==> config.mk <==
export PLATFORM = sky130hd
export DESIGN_NAME = seven_seg_capture_flat
export DESIGN_NICKNAME = d
export VERILOG_FILES = /design/src/rtl/seven_seg_capture_if.sv /design/src/rtl/seven_seg_capture.sv /design/src/flat_wrapper.sv
export SDC_FILE = /design/constraint.sdc
export NUM_CORES = 1
export LEC_CHECK = 0
export BUFFER_PORTS_ARGS = -buffer_cell sky130_fd_sc_hd__buf_2
export CAP_MARGIN = 20
export CORE_MARGIN = 1.5
export CORE_UTILIZATION = 45
export CTS_CLUSTER_DIAMETER = 200
export CTS_CLUSTER_SIZE = 25
export DETAILED_ROUTE_END_ITERATION = 8
export PLACE_DENSITY = 0.74
export SLEW_MARGIN = 20
export SYNTH_ARGS = -nofsm -noshare
export SYNTH_HDL_FRONTEND = slang
export SYNTH_SLANG_ARGS = --single-unit
==> constraint.sdc <==
create_clock -name clk -period 5.4 [get_ports clk]
set_input_delay 1.08 -clock clk [delete_from_list [all_inputs] [get_ports clk]]
set_output_delay 1.08 -clock clk [all_outputs]
set_load 0.01 [all_outputs]
==> src/rtl/seven_seg_capture_if.sv <==
// Bundle of display-bus inputs and captured-frame outputs for seven_seg_capture.
// The master drives the scanned display lines. The slave (the capture block) returns the decoded frame.
interface seven_seg_capture_if;
    logic [3:0]  an;
    logic [6:0]  seg;
    logic [15:0] value;
    logic        valid;
    logic        err;
    logic        frame_done;
    logic [3:0]  digit_mask;

    modport master (
        output an,
        output seg,
        input  value,
        input  valid,
        input  err,
        input  frame_done,
        input  digit_mask
    );

    modport slave (
        input  an,
        input  seg,
        output value,
        output valid,
        output err,
        output frame_done,
        output digit_mask
    );
endinterface

==> src/rtl/seven_seg_capture.sv <==
// Reads back a multiplexed active-low 4-digit seven-segment bus and reassembles the shown hex value.
// Each digit must be stable for STABLE_CYCLES samples before it is decoded.
module seven_seg_capture #(
    parameter int STABLE_CYCLES  = 4,
    parameter int TIMEOUT_CYCLES = 1000000
) (
    input logic              clk,
    input logic              rst_n,
    seven_seg_capture_if.slave bus
);

    localparam int STAB_W = $clog2(STABLE_CYCLES + 1);
    localparam int IDLE_W = $clog2(TIMEOUT_CYCLES + 1);

    localparam logic [STAB_W-1:0] STAB_MAX  = STAB_W'(STABLE_CYCLES);
    localparam logic [STAB_W-1:0] ACCEPT_AT = STAB_W'(STABLE_CYCLES - 1);
    localparam logic [IDLE_W-1:0] IDLE_LAST = IDLE_W'(TIMEOUT_CYCLES - 1);

    localparam logic [1:0] ST_EMPTY   = 2'd0;
    localparam logic [1:0] ST_COLLECT = 2'd1;
    localparam logic [1:0] ST_PUBLISH = 2'd2;

    logic [10:0]       sample_q;
    logic [STAB_W-1:0] stab_cnt;
    logic [IDLE_W-1:0] idle_cnt;
    logic [1:0]        state;
    logic [15:0]       shadow;
    logic [3:0]        bad_q;
    logic [3:0]        mask_q;
    logic [15:0]       value_q;
    logic              valid_q;
    logic              err_q;
    logic              fd_q;

    logic [3:0] sample_an;
    logic [6:0] sample_seg;
    logic       one_low;
    logic [1:0] slot;
    logic [3:0] slot_bit;
    logic [3:0] nibble;
    logic       digit_bad;
    logic       accept;

    assign sample_an  = sample_q[10:7];
    assign sample_seg = sample_q[6:0];

    // The counter tracks how many consecutive edges registered the same {an,seg}.
    // It therefore reads STABLE_CYCLES-1 once STABLE_CYCLES identical samples have been taken.
    always_ff @(posedge clk) begin
        if (!rst_n) begin
            sample_q <= '1;
            stab_cnt <= '0;
        end else begin
            sample_q <= {bus.an, bus.seg};
            if ({bus.an, bus.seg} == sample_q) begin
                if (stab_cnt != STAB_MAX)
                    stab_cnt <= stab_cnt + 1'b1;
            end else begin
                stab_cnt <= '0;
            end
        end
    end

    always_comb begin
        one_low = 1'b1;
        slot    = 2'd0;
        case (sample_an)
            4'b1110: slot = 2'd0;
            4'b1101: slot = 2'd1;
            4'b1011: slot = 2'd2;
            4'b0111: slot = 2'd3;
            default: one_low = 1'b0;
        endcase
    end

    assign slot_bit = ~sample_an;
    assign accept   = one_low && (stab_cnt == ACCEPT_AT);

    always_comb begin
        nibble    = 4'h0;
        digit_bad = 1'b0;
        case (sample_seg)
            7'b1000000: nibble = 4'h0;
            7'b1111001: nibble = 4'h1;
            7'b0100100: nibble = 4'h2;
            7'b0110000: nibble = 4'h3;
            7'b0011001: nibble = 4'h4;
            7'b0010010: nibble = 4'h5;
            7'b0000010: nibble = 4'h6;
            7'b1111000: nibble = 4'h7;
            7'b0000000: nibble = 4'h8;
            7'b0010000: nibble = 4'h9;
            7'b0111111: nibble = 4'hA;
            7'b0000011: nibble = 4'hB;
            7'b1000110: nibble = 4'hC;
            7'b0100001: nibble = 4'hD;
            7'b0000110: nibble = 4'hE;
            7'b0001110: nibble = 4'hF;
            default:    digit_bad = 1'b1;
        endcase
    end

    // Frame assembly. No accept can arrive during PUBLISH.
    // The stability counter cannot return to STABLE_CYCLES-1 within one cycle of an accept.
    always_ff @(posedge clk) begin
        if (!rst_n) begin
            state    <= ST_EMPTY;
            idle_cnt <= '0;
            shadow   <= '0;
            bad_q    <= '0;
            mask_q   <= '0;
            value_q  <= '0;
            valid_q  <= 1'b0;
            err_q    <= 1'b0;
            fd_q     <= 1'b0;
        end else begin
            fd_q <= 1'b0;
            case (state)
                ST_EMPTY: begin
                    if (accept) begin
                        shadow[{slot, 2'b00} +: 4] <= nibble;
                        bad_q[slot]                <= digit_bad;
                        mask_q                     <= mask_q | slot_bit;
                        idle_cnt                   <= '0;
                        state                      <= ST_COLLECT;
                    end
                end
                ST_COLLECT: begin
                    if (accept) begin
                        shadow[{slot, 2'b00} +: 4] <= nibble;
                        bad_q[slot]                <= digit_bad;
                        mask_q                     <= mask_q | slot_bit;
                        idle_cnt                   <= '0;
                        if ((mask_q | slot_bit) == 4'b1111)
                            state <= ST_PUBLISH;
                    end else if (idle_cnt == IDLE_LAST) begin
                        mask_q   <= '0;
                        bad_q    <= '0;
                        valid_q  <= 1'b0;
                        idle_cnt <= '0;
                        state    <= ST_EMPTY;
                    end else begin
                        idle_cnt <= idle_cnt + 1'b1;
                    end
                end
                ST_PUBLISH: begin
                    value_q  <= shadow;
                    valid_q  <= 1'b1;
                    err_q    <= |bad_q;
                    fd_q     <= 1'b1;
                    mask_q   <= '0;
                    bad_q    <= '0;
                    idle_cnt <= '0;
                    state    <= ST_EMPTY;
                end
                default: begin
                    state <= ST_EMPTY;
                end
            endcase
        end
    end

    assign bus.value      = value_q;
    assign bus.valid      = valid_q;
    assign bus.err        = err_q;
    assign bus.frame_done = fd_q;
    assign bus.digit_mask = mask_q;

endmodule

==> src/flat_wrapper.sv <==
// flat-port wrapper written by rule: the top's interface ports become plain ports
module seven_seg_capture_flat 
#(
    parameter int STABLE_CYCLES  = 4,
    parameter int TIMEOUT_CYCLES = 1000000
)
  (clk, rst_n, bus_an, bus_seg, bus_value, bus_valid, bus_err, bus_frame_done, bus_digit_mask);
  seven_seg_capture_if bus_i ();
  input logic clk;
  input logic rst_n;
  input wire logic [$bits(bus_i.an)-1:0] bus_an;
  input wire logic [$bits(bus_i.seg)-1:0] bus_seg;
  output wire logic [$bits(bus_i.value)-1:0] bus_value;
  output wire logic [$bits(bus_i.valid)-1:0] bus_valid;
  output wire logic [$bits(bus_i.err)-1:0] bus_err;
  output wire logic [$bits(bus_i.frame_done)-1:0] bus_frame_done;
  output wire logic [$bits(bus_i.digit_mask)-1:0] bus_digit_mask;
  assign bus_i.an = bus_an;
  assign bus_i.seg = bus_seg;
  assign bus_value = bus_i.value;
  assign bus_valid = bus_i.valid;
  assign bus_err = bus_i.err;
  assign bus_frame_done = bus_i.frame_done;
  assign bus_digit_mask = bus_i.digit_mask;
  seven_seg_capture #(.STABLE_CYCLES(STABLE_CYCLES), .TIMEOUT_CYCLES(TIMEOUT_CYCLES)) u_core (.clk(clk), .rst_n(rst_n), .bus(bus_i));
endmodule
==> flow_summary.ini <==
[outcome]
status = finished, final reports clean

[clocking]
cts_made_buffers = 9
htree_num_levels = 3
ctsResizeCount = 0
ctsRootBufferMaster = clkbuf_8
clk_path_buf_depth = 2
holdBufCountCts = 0
cts_tree = yes
clock_latency_ns = 0.35
post-cts-setup-buffer-count = 0
clock-sinks = 79
path_clk_slew_ns = 0.08

[yosys]
yosysWarningCount = 0
synth_largest_area_cell = dfxtp_1
syn_area_per_cell_um2 = 8.54
syn_inst = 461
synth-seq-area-share = 0.402
async_flop_share = 0
synth_nets = 486
ys_ff_latch = 79
synth_cell_types = 55
synth_edf_count = 0
synth_area_leaders = dfxtp_1 40%, nor2_1 5.0%, mux2i_1 4.3%
synth_flop_cell = dfxtp_1
synth_top_area_share = 0.402
synth_area_um2 = 3940

[detailed_routing]
antenna_left = 0
vias_per_cell = 5.71
wl_mm = 8.54
post-route-drc-count = 0
vias = 3372
drt_first_iter_violations = 146
wl_per_cell_um = 14.4
first_pass_iters = 5

[sta]
tns_ns = 0
fin_crit_sh = 0.478
slew_headroom = 0.274
fin_hold_ws_ns = 0.465
max_freq_mhz = 387
fin_crit_ns = 2.58
skew_ns = 0.0130
worstMarginPinSlew_ns = 1.09
setup_viol_count_final = 0
maxSlewViolCount = 0
grt_setup_unrepaired = false
hold_viol = 0

[setup_path]
worst_path_max_delay_cell = o21ai_2
critPathLaunchType = flip-flop
cp.arrival_ns = 2.81
rrSetupSlack_ns = 2.82
cp_max_fo = 24
worstSetupPathType = reg -> reg
r2r_cells = 6
critical_path_required_ns = 5.62
worst_r2r_endpoint = u_core.bus.digit_mask[3]
critPathMaxStageDelay_ns = 0.74
worst_setup_path_end_kind = flip-flop
path_cells = xor2_1 > and3_1 > o21ai_2 > o21ai_0 > o31ai_1 > nor2_1
timing.rr.start = u_core.sample_q[10]

[grt]
antenna_found_initial = 0
gr-total-overflow = 0
grt_usage = 0.198
grt_first_pass_wirelength_mm = 14.5
grt_max_degree = 33
grt_pass1_vias = 3239

[power_and_ir_drop]
p_leak_uw = 0.00154
p_switching_uw = 271
clkPwrFrac = 0.428
seqPwrFrac = 0.519
combPwrFrac = 0.053
p_int_uw = 885
swShare = 0.234
peakVddDrop_mv = 0.157
power_density_nw_per_um2 = 265

[floorplanning]
core_area_um2 = 8340
initial_core_util = 0.472
die_h_um = 96.6
num_rows = 33
io_pins = 36
dieWidth_um = 96.6
dieArea_um2 = 9320

[final_layout]
fin_util = 0.523
most-common-layout-cells = 79 x dfxtp_1, 52 x nor2_1, 35 x buf_2
drive_gt1_frac = 0.136
final_common_cell = dfxtp_1
area_growth_pct = 10.7
fin_area_um2 = 4360
diodes = 0
nNetsFinal = 506

[run]
cap_violations = 0

[worst_hold_path]
min_path_type = reg -> reg
hold_depth = 2
holdPathEnd = u_core.bad_q[2]
min_from = u_core.bad_q[2]

[placed_design]
place_congestion = 0.824
dpl_cell_area_um2 = 4130
portBuffers = 35
hpwl_mm = 5.88
-- worst max-delay path by stage --
stage / from / endpoint / slack [ns] / cells past startpoint
after floorplan: u_core.sample_q[9] / u_core.shadow[12] / 3.38 / 9
after global placement: rst_n / u_core.bad_q[2] / 2.69 / 5
after detailed placement: rst_n / u_core.bad_q[1] / 2.56 / 5
after CTS: u_core.sample_q[10] / u_core.bus.digit_mask[3] / 2.82 / 6
after global routing: u_core.sample_q[10] / u_core.bus.digit_mask[1] / 2.55 / 6
final: u_core.sample_q[10] / u_core.bus.digit_mask[3] / 2.82 / 6
-- per-layer routing --
metal / GRT usage / routed length [um]
met5: 0 / 0
met1: 0.232 / 3820
met3: 0.0516 / 425
met2: 0.351 / 4220
met4: 0.0580 / 71
-- critical path: cells and delay by family, from the launching register on --
family	cells	cell delay [ns]
and+or+nand+nor	2	0.40
AOI/OAI and AO/OA	3	1.47
DFF	1	0.48
xor gates and xnor gates	1	0.10
-- metrics by stage --
stage / instances / power (uW) / setup slack, ns
after floorplan: 461 / 658 / 3.38
after global placement: 575 / 671 / 2.69
after detailed placement: 575 / 673 / 2.56
after CTS: 591 / 1160 / 2.82
after global routing: 591 / 1200 / 2.55
final: 591 / 1160 / 2.82
-- logic make-up (layout without fill, tap and decap cells) --
family / Yosys count / count (layout) / synth area share
buffers and inverters: 55 / 80 / 0.0569
xor gates and xnor gates: 29 / 29 / 0.0645
muxes: 17 / 17 / 0.0432
adders and majority gates: 12 / 12 / 0.0381
DFF: 79 / 79 / 0.402
AOI/OAI and AO/OA: 98 / 98 / 0.171
and+or+nand+nor: 171 / 171 / 0.225
-- registers in the layout (all words and copies together), names as in the netlist --
| signal | flops |
|---|---|
| u_core.bus.value | 16 |
| u_core.bad_q | 4 |
| u_core.bus.err | 1 |
| u_core.bus.digit_mask | 4 |
| u_core.idle_cnt | 20 |
| u_core.sample_q | 11 |
| u_core.shadow | 16 |
| u_core.stab_cnt | 3 |
| u_core.bus.valid | 1 |
| u_core.state | 2 |
| u_core.bus.frame_done | 1 |
-- power groups by stage --
| stage | clock network, uW | registers [uW] | logic, uW |
|---|---|---|---|
| after floorplan | 0 | 602 | 55.8 |
| after global placement | 0 | 612 | 58.6 |
| after detailed placement | 0 | 613 | 60.5 |
| after CTS | 503 | 599 | 61.4 |
| after global routing | 529 | 601 | 69.2 |
| final | 495 | 600 | 61.8 |
-- cells in the mapped netlist (6+ instances only) --
library cell,instances
a2111oi_0,8
a211oi_1,6
a21oi_1,26
clkbuf_1,16
dfxtp_1,79
ha_1,12
inv_1,26
mux2i_1,17
nand2_1,18
nand2b_1,13
nand3_1,26
nor2_1,52
nor3_1,13
nor4_1,7
o21ai_0,16
o31ai_1,10
xnor2_1,16
xor2_1,13
-- final cells by class --
cell class                      count  area (um^2)
Fill cell                         786         3980
Multi-Input combinational cell    327         2130
Sequential cell                    79         1580
Timing Repair Buffer               36          183
Clock buffer                       10          138
Tap cell                          105          131
Inverter                           28          105
Clock inverter                      6         90.1
Note: power is estimated with default switching activity, not from simulation.
